## src/rtl/bidirectional_piso_serializer.sv

```systemverilog
// Parallel-in, serial-out shifter with valid/ready load and per-word
// shift direction (0: MSB first, 1: LSB first); gapless word reload.
module bidirectional_piso_serializer #(
  parameter int SIZE = 8
) (
  input  logic            clock,
  input  logic            rst,
  input  logic            load_valid,
  output logic            load_ready,
  input  logic [SIZE-1:0] din,
  input  logic            mode,
  input  logic            ser_ready,
  output logic            dout,
  output logic            dout_valid,
  output logic            last,
  output logic            busy
);

  localparam int CW = (SIZE > 1) ? $clog2(SIZE) : 1;
  localparam logic [CW-1:0] CNT_LAST = CW'(SIZE - 1);

  typedef enum logic {
    IDLE  = 1'b0,
    SHIFT = 1'b1
  } state_t;

  state_t          state_q, state_d;
  logic [SIZE-1:0] sreg_q, sreg_d;
  logic [CW-1:0]   cnt_q, cnt_d;
  logic            mode_q, mode_d;

  logic in_shift;
  logic last_bit;
  logic load_fire;
  logic advance;

  assign in_shift  = (state_q == SHIFT);
  assign last_bit  = in_shift && (cnt_q == CNT_LAST);
  assign load_ready = !in_shift || (last_bit && ser_ready);
  assign load_fire = load_valid && load_ready;
  // A reload on the final bit takes priority over the plain advance
  assign advance   = in_shift && ser_ready && !load_fire;

  always_comb begin
    state_d = state_q;
    sreg_d  = sreg_q;
    cnt_d   = cnt_q;
    mode_d  = mode_q;
    unique case (1'b1)
      load_fire: begin
        state_d = SHIFT;
        sreg_d  = din;
        mode_d  = mode;
        cnt_d   = '0;
      end
      advance: begin
        if (mode_q) begin
          sreg_d = {1'b0, sreg_q[SIZE-1:1]};
        end else begin
          sreg_d = {sreg_q[SIZE-2:0], 1'b0};
        end
        if (last_bit) begin
          state_d = IDLE;
          cnt_d   = '0;
        end else begin
          cnt_d = cnt_q + CW'(1);
        end
      end
      default: ;
    endcase
  end

  always_ff @(posedge clock or negedge rst) begin
    if (!rst) begin
      state_q <= IDLE;
      sreg_q  <= '0;
      cnt_q   <= '0;
      mode_q  <= 1'b0;
    end else begin
      state_q <= state_d;
      sreg_q  <= sreg_d;
      cnt_q   <= cnt_d;
      mode_q  <= mode_d;
    end
  end

  assign dout       = in_shift &&
                      (mode_q ? sreg_q[0] : sreg_q[SIZE-1]);
  assign dout_valid = in_shift;
  assign busy       = in_shift;
  assign last       = last_bit;

endmodule

```

## config.mk

```make
export PLATFORM = sky130hd
export DESIGN_NAME = bidirectional_piso_serializer
export DESIGN_NICKNAME = d
export VERILOG_FILES = /design/src/rtl/bidirectional_piso_serializer.sv
export SDC_FILE = /design/constraint.sdc
export NUM_CORES = 1
export LEC_CHECK = 0
export BUFFER_PORTS_ARGS = -buffer_cell sky130_fd_sc_hd__buf_2
export CAP_MARGIN = 20
export CORE_UTILIZATION = 52
export CTS_CLUSTER_DIAMETER = 100
export DETAILED_ROUTE_END_ITERATION = 8
export HOLD_SLACK_MARGIN = 0.1
export PLACE_DENSITY = 0.76
export SYNTH_ARGS = -nofsm -noshare
export SYNTH_HDL_FRONTEND = slang
export SYNTH_SLANG_ARGS = --single-unit
```

## constraint.sdc

```tcl
create_clock -name clock -period 1.77 [get_ports clock]
set_input_delay 0.0885 -clock clock [delete_from_list [all_inputs] [get_ports clock]]
set_output_delay 0.0885 -clock clock [all_outputs]
set_load 0.1 [all_outputs]
```

* Yosys cells after proc, flatten, opt, wreduce, memory -nomap -nowiden
Cells that the tools add are included.
Word-level totals: output and inout port bits 5, bits of input ports 13, flip-flop bits (word level) 13, word-level logic and storage cells 25
Cells by class: eq/ne operators 2, reduce and logical (&&, ||, !) cells 11, muxes and demuxes 7, $add $sub $neg 1
Operators by type and width (count):
- one-hot mux 8 bit (2 select lines) | 1
- 2-to-1 mux 8 bit | 1
- logical AND 1 bit | 6
- one-hot mux 3 bit (2 select lines) | 1
- adder 3 x 1 -> 3 bit (second input constant) | 1
- == test 3 bit (second input constant) | 1
- 2-to-1 mux 3 bit | 1
- logical NOT 1 bit | 2
- 2-to-1 mux 1 bit | 2
- inequality test 2 bit (second input constant) | 1
- one-hot mux 1 bit (2 select lines) | 1
- AND reduction 2 bit | 1
- nonzero test 2 bit | 1
- logical OR 1 bit | 1

* Depth between registers and ports, before layout
Gate-level depths: netlist of run 1.
depth in word-level cells 9, depth in mapped cells 6, gate-level depth less buffers 5

* Worst setup path before layout of run 1
OpenSTA, ideal clock, no wires.
kind reg-to-output, from register state_q, in the netlist busy, to output dout, data required time 1681 ps, stages on the path, launching flop included 3, buffers on the path 1, arrival 2525 ps, path slack -844 ps, path through dfrtp_1 > buf_6 > nor2b_1
Between the ends: longest elaborated chain between the ends 1
Ends and longest elaborated chain:
- from (decl) | RTL line 27 | state_t state_q, state_d;
- from (signal assigned) | RTL line 80 | state_q <= state_d;
- logical AND 1 bit | RTL line 87 | assign dout = in_shift &&
- to (decl) | RTL line 13 | output logic dout,
Every way passes these cells.

* Worst setup path in the final report of run 1
from register cnt_q[0], to output load_ready
Between the ends: longest elaborated chain between the ends 4
Ends and longest elaborated chain:
- from (decl) | RTL line 29 | logic [CW-1:0] cnt_q, cnt_d;
- from (signal assigned) | RTL line 82 | cnt_q <= cnt_d;
- == test 3 bit | RTL line 38 | assign last_bit = in_shift && (cnt_q == CNT_LAST);
- logical AND 1 bit | RTL line 38
- logical AND 1 bit | RTL line 39 | assign load_ready = !in_shift || (last_bit && ser_ready);
- logical OR 1 bit | RTL line 39
- to (decl) | RTL line 9 | output logic load_ready,
Every way passes these cells.

==> impl_metrics.env, run 1 <==
export IMPL_crit_slowest_cell="dfrtp_1"
export IMPL_max_stage_delay_ns=0.41
export IMPL_wl_um=1770
export IMPL_port_buffers=17
export IMPL_swShare_pct=44.9
export IMPL_register_area_um2=327
export IMPL_yosysMostFrequentCell="dfrtp_1"
export IMPL_end_kind="output pin"
export IMPL_cts_tree="done"
export IMPL_drive_gt1_share_pct=33.3
export IMPL_cts_htree_levels=1
export IMPL_cts_buffer_depth=2
export IMPL_p_comb_share_pct=48.0
export IMPL_layout_setup_ws_ns=0.0500
export IMPL_synth_async_reset_ratio_pct=100
export IMPL_place_hpwl_um=1230
export IMPL_ant_nets=0
export IMPL_startpoint="cnt_q[0]$_DFFE_PN0P_"
export IMPL_period_needed_ns=1.72
export IMPL_cp_arrival_ns=1.63
export IMPL_viasPerCell=5.89
export IMPL_skew_ns=0.00136
export IMPL_netlist_area_um2=861
export IMPL_path_class="flip-flop to output pin"
export IMPL_vdd_drop_max_uv=840
export IMPL_diodes=0
export IMPL_synth_cell_types=27
export IMPL_die_x_um=42.7
export IMPL_worstMarginPinSlew_ns=0.673
export IMPL_syn_num_nets=97
export IMPL_synth_top_cells_by_count="dfrtp_1, nand2_1, nor2b_1, a21oi_1"
export IMPL_r2r_start="cnt_q[0]$_DFFE_PN0P_"
export IMPL_final_area_mm2=0.00104
export IMPL_fillers=117
export IMPL_synth_ff_type="dfrtp_1"
export IMPL_hp_class="input port to flip-flop"
export IMPL_synth_top_cell_area_share_pct=37.8
export IMPL_outcome="completed"
export IMPL_cts_made_buffers=3
export IMPL_cts_sinks=13
export IMPL_yosysWarnings=0
export IMPL_leakage_uw=0.000440
export IMPL_synth_area_per_cell_um2=10.5
export IMPL_crit_required_ns=1.68
export IMPL_via_count=695
export IMPL_io_pins=18
export IMPL_startpoint_type="flip-flop"
export IMPL_power_density_mw_per_mm2=1340
export IMPL_rsz0062_at_grt="true"
export IMPL_gp_congestion=0.756
export IMPL_antenna_found_initial=0
export IMPL_cp_max_fo=6
export IMPL_grt_pass1_vias=654
export IMPL_gr_usage_all_layers_pct=21.3
export IMPL_cp_buffers_inverters=1
export IMPL_drtIter0Drc=13
export IMPL_hold_viol=0
export IMPL_post_route_util_pct=68.0
export IMPL_cts_root_buf="clkbuf_4"
export IMPL_fmax_mhz=581
export IMPL_postCtsSetupBuffers=0
export IMPL_syn_instance_count=82
export IMPL_setup_viol_count_final=0
export IMPL_rows=14
export IMPL_die_y_um=42.7
export IMPL_synth_seq_area_share_pct=37.8
export IMPL_syn_to_final_growth_pct=20.3
export IMPL_grt_max_degree=17
export IMPL_crit_top_cell="ha_1"
export IMPL_die_area_mm2=0.00182
export IMPL_initial_core_util_pct=56.5
export IMPL_dpl_cell_area_um2=937
export IMPL_grt_pass1_wl_um=2880
export IMPL_crit_path_cell_trace="ha_1 > ha_1 > a21bo_4 > buf_4"
export IMPL_drv_cap=0
export IMPL_routedWlPerCell_um=15.0
export IMPL_relSlewSlack_pct=55.2
export IMPL_firstDrtPassIters=4
export IMPL_crit_family="adder cells"
export IMPL_pre_cts_ws_ns=0.0296
export IMPL_power_switching_uw=622
export IMPL_finalCritPeriodShare_pct=97.2
export IMPL_design_core_area_mm2=0.00152
export IMPL_clk_pin_slew_ns=0.08
export IMPL_synth_area_leaders="dfrtp_1, a2111oi_2, nor2b_1"
export IMPL_yosys_area_top_type="dfrtp_1"
export IMPL_synth_edf_count=0
export IMPL_p_clk_share_pct=13.1
export IMPL_seq_power_share_pct=38.9
export IMPL_tns_ns=0
export IMPL_clk_latency_ns=0.27
export IMPL_min_from="din[1]"
export IMPL_nets=118
export IMPL_drc=0
export IMPL_drv_slew=0
export IMPL_multi_input_area_um2=497
export IMPL_grt_ovfl_total=0
export IMPL_internal_power_uw=763
export IMPL_synth_ff_latch_count=13
## metal layers
metal | wire length (um) | vias up | track usage [%]
li1 | - | 344 | -
met5 | 0 | - | 0
met2 | 842 | 19 | 33.9
met4 | 27 | 0 | 9.38
met3 | 58 | 4 | 3.83
met1 | 845 | 328 | 28.0
## layout make-up
class	count	share of cell area (%)
clock buffer	4	2.54
sequential	13	31.5
multi-input combinational	61	47.9
tap	16	1.93
inverter	1	0.362
timing repair buffer	23	15.7
## registers in the layout, summed over array words and instances (netlist names)
name    cells
sreg_q      8
cnt_q       3
busy        1
mode_q      1
## cells in the final DEF, fill, tap and decap left out, drive strengths merged
master	netlist	final
nand2b	2	2
a21bo	1	1
a31oi	2	2
a32o	1	1
a2111oi	6	6
nor2b	7	7
mux2i	3	3
nand4b	1	1
inv	1	1
nor2	3	3
o31ai	6	6
a21oi	6	6
mux2	2	2
nand4	1	1
o21ai	3	3
clkbuf	0	5
and2	3	3
nand3b	1	1
a22o	2	2
ha	2	2
buf	7	17
dfrtp	13	13
dlygate4sd3	0	5
nand2	9	9
## worst reg2reg max path: cells and delay by family, from the launching register on
kind	cells	cell delay [ns]
AND/OR/NAND/NOR	1	0.22
AO/OA/AOI/OAI	2	0.43
adder cells (fa/ha/maj)	2	0.48
flip-flops	1	0.41
## through the flow
| step | hold slack, ns | std cells | total power [uW] |
|---|---|---|---|
| 6_report | 0.136 | 118 | 1390 |
| 5_1_grt | 0.139 | 118 | 1470 |
| 4_1_cts | 0.135 | 118 | 1370 |
| 3_5_place_dp | -0.00448 | 109 | 1180 |
| 3_3_place_gp | -0.00635 | 109 | 1150 |
| 2_1_floorplan | -0.207 | 82 | 1030 |
## worst paths after layout
kind	cells past startpoint	endpoint	slack, ns
worst min register to register	1	cnt_q[1]$_DFFE_PN0P_	0.51
worst min-delay path	3	sreg_q[1]$_DFFE_PN0P_	0.14
worst max register to register	5	sreg_q[2]$_DFFE_PN0P_	0.12
max in group asynchronous	2	busy$_DFFE_PN0P_	1.30
min in group asynchronous	2	sreg_q[7]$_DFFE_PN0P_	0.23
worst max-delay path	4	load_ready	0.05
## power groups by stage
stage | clock network, uW | logic [uW] | registers [uW]
3_5_place_dp | 0 | 637 | 539
4_1_cts | 187 | 646 | 532
3_3_place_gp | 0 | 620 | 533
2_1_floorplan | 0 | 552 | 481
5_1_grt | 206 | 707 | 553
6_report | 182 | 665 | 538
## logic make-up (layout without fill, tap and decap cells)
family          Yosys count  after routing  synth area share [%]
simple gates             27             27                  16.9
compound gates           27             27                  28.8
flops                    13             13                  37.8
buf+inv                   8             28                  7.56
mux                       5              5                  6.10
fa+ha+maj                 2              2                  2.91
## timing repair
item	4_1_cts	5_1_grt
gates resized for setup	0	7
hold buffers	5	0
endpoints found under the setup margin	0	8
endpoints found under the hold margin	17	0
(Power assumes the default switching activity.)
==> inputs of run 2 (changes only) <==
--- a/config.mk
+++ b/config.mk
@@ -12,6 +12,7 @@
 export DETAILED_ROUTE_END_ITERATION = 8
 export HOLD_SLACK_MARGIN = 0.1
 export PLACE_DENSITY = 0.76
+export RECOVER_POWER = 25
 export SYNTH_ARGS = -nofsm -noshare
 export SYNTH_HDL_FRONTEND = slang
 export SYNTH_SLANG_ARGS = --single-unit
==> run 2 against run 1 <==
Utilization shrank 0.082 points; clock-buffer cell count is the same; worst hold slack is essentially flat; total power is essentially flat; non-clock buffer count is the same; via count is the same; critical path depth is the same; register-to-register slack is essentially flat; clock power is essentially flat; critical path type unchanged.
==> impl_metrics.env, run 2 (synthesis gave the netlist of run 1 again) <==
export IMPL_drv_slew=0
export IMPL_hold_viol=0
export IMPL_largest_register_ffs=8
export IMPL_die_y_um=42.7
export IMPL_ff2ff_path_depth=5
export IMPL_rows=14
export IMPL_internal_power_uw=763
export IMPL_io_pins=18
export IMPL_final_area_mm2=0.00103
export IMPL_cts_tree="done"
export IMPL_p_comb_share_pct=48.0
export IMPL_min_from="din[1]"
export IMPL_worstHoldEndpoint="sreg_q[1]$_DFFE_PN0P_"
export IMPL_leakage_uw=0.000437
export IMPL_port_buffers=17
export IMPL_grt_pass1_wl_um=2880
export IMPL_crit_top_cell="ha_1"
export IMPL_syn_to_final_growth_pct=20.2
export IMPL_fillers=118
export IMPL_r2r_start="cnt_q[0]$_DFFE_PN0P_"
export IMPL_initial_core_util_pct=56.5
export IMPL_crit_slowest_cell="dfrtp_1"
export IMPL_cts_buffer_depth=2
export IMPL_cts_root_buf="clkbuf_4"
export IMPL_clk_latency_ns=0.27
export IMPL_register_area_um2=327
export IMPL_seq_power_share_pct=38.9
export IMPL_p_clk_share_pct=13.2
export IMPL_antenna_found_initial=0
export IMPL_via_count=695
export IMPL_rsz0062_at_grt="true"
export IMPL_end_kind="output pin"
export IMPL_gr_usage_all_layers_pct=21.3
export IMPL_firstDrtPassIters=4
export IMPL_cts_sinks=13
export IMPL_drive_gt1_share_pct=32.4
export IMPL_power_switching_uw=622
export IMPL_layout_commonest_cell="buf_2"
export IMPL_routedWlPerCell_um=15.0
export IMPL_cp_buffers_inverters=1
export IMPL_diodes=0
export IMPL_finalCritPeriodShare_pct=97.2
export IMPL_setup_viol_count_final=0
export IMPL_drv_cap=0
export IMPL_vdd_drop_max_uv=840
export IMPL_power_density_mw_per_mm2=1340
export IMPL_holdPathStages=3
export IMPL_drtIter0Drc=12
export IMPL_fmax_mhz=581
export IMPL_tns_ns=0
export IMPL_grt_pass1_vias=654
export IMPL_dpl_cell_area_um2=937
export IMPL_grt_max_degree=17
export IMPL_startpoint_type="flip-flop"
export IMPL_swShare_pct=44.9
export IMPL_crit_path_cell_trace="ha_1 > ha_1 > a21bo_4 > buf_4"
export IMPL_outcome="completed"
export IMPL_cp_arrival_ns=1.63
export IMPL_crit_required_ns=1.68
export IMPL_regMostFlops="sreg_q"
export IMPL_startpoint="cnt_q[0]$_DFFE_PN0P_"
export IMPL_drc=0
export IMPL_relSlewSlack_pct=52.2
export IMPL_place_hpwl_um=1230
export IMPL_grt_ovfl_total=0
export IMPL_top_regs="sreg_q x8, cnt_q x3"
export IMPL_ant_nets=0
export IMPL_power_uw=1390
export IMPL_max_stage_delay_ns=0.41
export IMPL_mostFrequentLayoutCells="buf_2, dfrtp_1, nand2_1"
export IMPL_r2r_end="sreg_q[2]$_DFFE_PN0P_"
export IMPL_period_needed_ns=1.72
export IMPL_path_class="flip-flop to output pin"
export IMPL_gp_congestion=0.756
export IMPL_skew_ns=0.00137
export IMPL_hp_class="input port to flip-flop"
export IMPL_cp_max_fo=6
export IMPL_wl_um=1770
export IMPL_viasPerCell=5.89
export IMPL_die_x_um=42.7
export IMPL_clk_pin_slew_ns=0.08
export IMPL_cts_made_buffers=3
export IMPL_crit_family="adder cells"
export IMPL_design_core_area_mm2=0.00152
export IMPL_die_area_mm2=0.00182
export IMPL_rrSetupSlack_ns=0.12
export IMPL_cts_htree_levels=1
export IMPL_worstMarginPinSlew_ns=0.717
export IMPL_nets=118
export IMPL_multi_input_area_um2=497
run 2: cell types whose count changed in the layout (fill, tap and decap cells not counted), sizes merged:
cell	delta
clkbuf	+1
buf	-1
run 2: stage by stage:
step                      util (%)  worst slack [ns]  cells  hold WS (ns)
after floorplan                  -           -0.0363     82        -0.207
after global placement        61.5            0.0837    109      -0.00635
after detailed placement      61.5            0.0296    109      -0.00448
after CTS                     66.5            0.0118    118         0.135
after global routing          67.9          -0.00429    118         0.139
final                         67.9            0.0501    118         0.136
run 2: per-layer routing:
metal / share of wire, % / routed length (um) / track usage (%) / up-vias
li1: - / - / - / 344
met3: 3.3 / 58 / 3.83 / 4
met1: 48 / 844 / 28.0 / 328
met2: 48 / 842 / 33.9 / 19
met4: 1.5 / 27 / 9.38 / 0
met5: 0 / 0 / 0 / -
run 2: how the worst max path moves through the flow:
stage / to / slack (ns) / cells after the start
5_1_grt: load_ready / -0.004 / 4
6_report: load_ready / 0.05 / 4
3_5_place_dp: sreg_q[3]$_DFFE_PN0P_ / 0.03 / 5
4_1_cts: sreg_q[3]$_DFFE_PN0P_ / 0.01 / 5
3_3_place_gp: sreg_q[3]$_DFFE_PN0P_ / 0.08 / 5
2_1_floorplan: dout / -0.04 / 2
run 2: final cells by class:
type,count,share of cell area (%)
Clock buffer,4,2.54
Inverter,1,0.363
Sequential cell,13,31.6
Multi-Input combinational cell,61,48.0
Tap cell,16,1.93
Timing Repair Buffer,23,15.6
run 2: repair_timing:
item / CTS / global route
setup buffers: 0 / 0
endpoints found under the hold margin: 17 / 0
endpoints found under the setup margin: 0 / 8
gates resized for setup: 0 / 7
hold buffers: 5 / 0
run 2: worst reg2reg max path: cells and delay by family, from the launching register on:
kind / cells / cell delay (ns)
adders and majority gates: 2 / 0.48
AOI/OAI and AO/OA: 2 / 0.43
DFF: 1 / 0.41
and+or+nand+nor: 1 / 0.22
run 2: power groups by stage:
| stage | sequential [uW] | combinational (uW) | clock (uW) |
|---|---|---|---|
| after floorplan | 481 | 552 | 0 |
| after global placement | 533 | 620 | 0 |
| after detailed placement | 539 | 637 | 0 |
| after CTS | 532 | 646 | 187 |
| after global routing | 553 | 706 | 206 |
| final | 538 | 665 | 182 |
==> inputs of run 3 (changes only) <==
==> constraint.sdc (replaced) <==
create_clock -name clock -period 1.8 [get_ports clock]
set_input_delay 0.09 -clock clock [delete_from_list [all_inputs] [get_ports clock]]
set_output_delay 0.09 -clock clock [all_outputs]
set_load 0.1 [all_outputs]
==> run 3 against run 2 <==
Sequential share of layout area up 0.11 points; clock skew rose by 0.0011 ns; design area is 0.36% lower; non-clock buffer count stayed put; utilization is 0.25 points lower; critical endpoint is now sreg_q[3]$_DFFE_PN0P_; first-iteration DRC count grew 8.3%; critical path type is now flip-flop to flip-flop; register-to-register slack worse by 0.04 ns.
==> impl_metrics.env, run 3 (synthesis gave the netlist of run 1 again) <==
export IMPL_syn_to_final_growth_pct=19.8
export IMPL_gr_usage_all_layers_pct=21.3
export IMPL_top_regs="sreg_q x8, cnt_q x3"
export IMPL_leakage_uw=0.000436
export IMPL_swShare_pct=44.8
export IMPL_antenna_found_initial=0
export IMPL_met1_usage_pct=28.0
export IMPL_die_y_um=42.7
export IMPL_internal_power_uw=748
export IMPL_cts_made_buffers=3
export IMPL_finalCritPeriodShare_pct=95.5
export IMPL_power_density_mw_per_mm2=1310
export IMPL_tns_ns=0
export IMPL_io_pins=18
export IMPL_cts_sinks=13
export IMPL_hp_class="input port to flip-flop"
export IMPL_grt_ovfl_total=0
export IMPL_die_area_mm2=0.00182
export IMPL_crit_slowest_cell="dfrtp_1"
export IMPL_setup_viol_count_final=0
export IMPL_power_uw=1360
export IMPL_viasPerCell=5.84
export IMPL_seq_power_share_pct=39.0
export IMPL_vdd_drop_max_uv=875
export IMPL_largest_register_ffs=8
export IMPL_p_comb_share_pct=48.0
export IMPL_initial_core_util_pct=56.5
export IMPL_cts_tree="done"
export IMPL_place_hpwl_um=1230
export IMPL_crit_top_cell="ha_1"
export IMPL_startpoint_type="flip-flop"
export IMPL_ant_nets=0
export IMPL_crit_family="adder cells"
export IMPL_port_buffers=17
export IMPL_end_kind="flip-flop"
export IMPL_grt_pass1_vias=654
export IMPL_drc=0
export IMPL_relSlewSlack_pct=51.9
export IMPL_cts_buffer_depth=2
export IMPL_gr_max_usage_layer="met2"
export IMPL_period_needed_ns=1.72
export IMPL_wl_um=1780
export IMPL_die_x_um=42.7
export IMPL_cts_root_buf="clkbuf_4"
export IMPL_max_stage_delay_ns=0.41
export IMPL_cts_htree_levels=1
export IMPL_pre_cts_ws_ns=0.0596
export IMPL_instances_no_fill=118
export IMPL_drv_cap=0
export IMPL_cp_arrival_ns=1.87
export IMPL_grt_max_degree=17
export IMPL_via_count=689
export IMPL_fillers=118
export IMPL_power_switching_uw=607
export IMPL_nets=118
export IMPL_routedWlPerCell_um=15.1
export IMPL_firstDrtPassIters=4
export IMPL_regMostFlops="sreg_q"
export IMPL_fmax_mhz=582
export IMPL_worstMarginPinSlew_ns=0.722
export IMPL_use_met2_pct=33.9
export IMPL_p_clk_share_pct=13.0
export IMPL_dp_cells=109
export IMPL_drv_slew=0
export IMPL_rsz0062_at_grt="false"
export IMPL_hold_ws_ns=0.141
export IMPL_layout_commonest_cell="buf_2"
export IMPL_rows=14
export IMPL_clk_pin_slew_ns=0.08
export IMPL_diodes=0
export IMPL_path_class="flip-flop to flip-flop"
export IMPL_outcome="completed"
export IMPL_design_core_area_mm2=0.00152
export IMPL_hold_viol=0
export IMPL_drtIter0Drc=13
export IMPL_grtUsageMet3_pct=3.83
export IMPL_layout_setup_ws_ns=0.0809
export IMPL_gp_congestion=0.756
export IMPL_clk_latency_ns=0.27
export IMPL_cp_max_fo=8
export IMPL_grt_pass1_wl_um=2880
export IMPL_crit_required_ns=1.95
export IMPL_drive_gt1_share_pct=31.4
export IMPL_crit_path_cell_trace="ha_1 > ha_1 > and2_2 > a2111oi_2 > o31ai_1"
export IMPL_mostFrequentLayoutCells="buf_2, dfrtp_1, nand2_1"
export IMPL_skew_ns=0.00252
export IMPL_cp_buffers_inverters=0
==> run 3: cell types whose count changed in the layout (fill, tap and decap cells not counted) <==
cell / delta
and2_2: +1
and2_4: -1
nand2_1: +1
nand2_2: -1
==> run 3: final timing paths <==
path / from / endpoint / slack (ns) / depth (start not counted)
min in group asynchronous: rst / sreg_q[7]$_DFFE_PN0P_ / 0.38 / 2
worst min register to register: cnt_q[1]$_DFFE_PN0P_ / cnt_q[1]$_DFFE_PN0P_ / 0.51 / 1
worst max-delay path: cnt_q[0]$_DFFE_PN0P_ / sreg_q[3]$_DFFE_PN0P_ / 0.08 / 5
worst min-delay path: din[1] / sreg_q[1]$_DFFE_PN0P_ / 0.14 / 3
worst max register to register: cnt_q[0]$_DFFE_PN0P_ / sreg_q[3]$_DFFE_PN0P_ / 0.08 / 5
max in group asynchronous: rst / busy$_DFFE_PN0P_ / 0.92 / 2
==> run 3: tightest hold or removal path, stage by stage <==
cell	delay, ns
buf_2	0.09
a21oi_1	0.11
o31ai_1	0.08
==> run 3: layer usage <==
layer / up-vias / share of wire (%)
met5: - / 0
met4: 0 / 0.79
met3: 2 / 2.1
met2: 7 / 49
met1: 336 / 48
li1: 344 / -
==> run 3: final cells by class <==
type                    count  area, um2  share of cell area, %
clock buffers               4       26.3                   2.55
inverters                   1       3.75                  0.364
flip-flops and latches     13        327                   31.7
repair buffers             23        161                   15.7
multi-input cells          61        493                   47.8
well taps                  16       20.0                   1.94
==> run 3: repair_timing <==
| action | 4_1_cts | 5_1_grt |
|---|---|---|
| resized for setup | 0 | 5 |
| hold buffers | 5 | 0 |
| buffers inserted | 0 | 0 |
| endpoints found under the setup margin | 0 | 7 |
| endpoints found under the hold margin | 17 | 0 |
==> run 3: power by group through the flow <==
stage                     Clock, uW  Combinational [uW]  Sequential, uW
after floorplan                   0                 543             473
after global placement            0                 609             524
after detailed placement          0                 626             530
after CTS                       183                 636             523
after global routing            203                 693             544
final                           176                 651             528
==> run 3: stage by stage <==
stage	utilization, %	cell area [um2]
after global placement	61.5	937
after detailed placement	61.5	937
after global routing	67.7	1030
after CTS	66.5	1010
after floorplan	-	871
final	67.7	1030
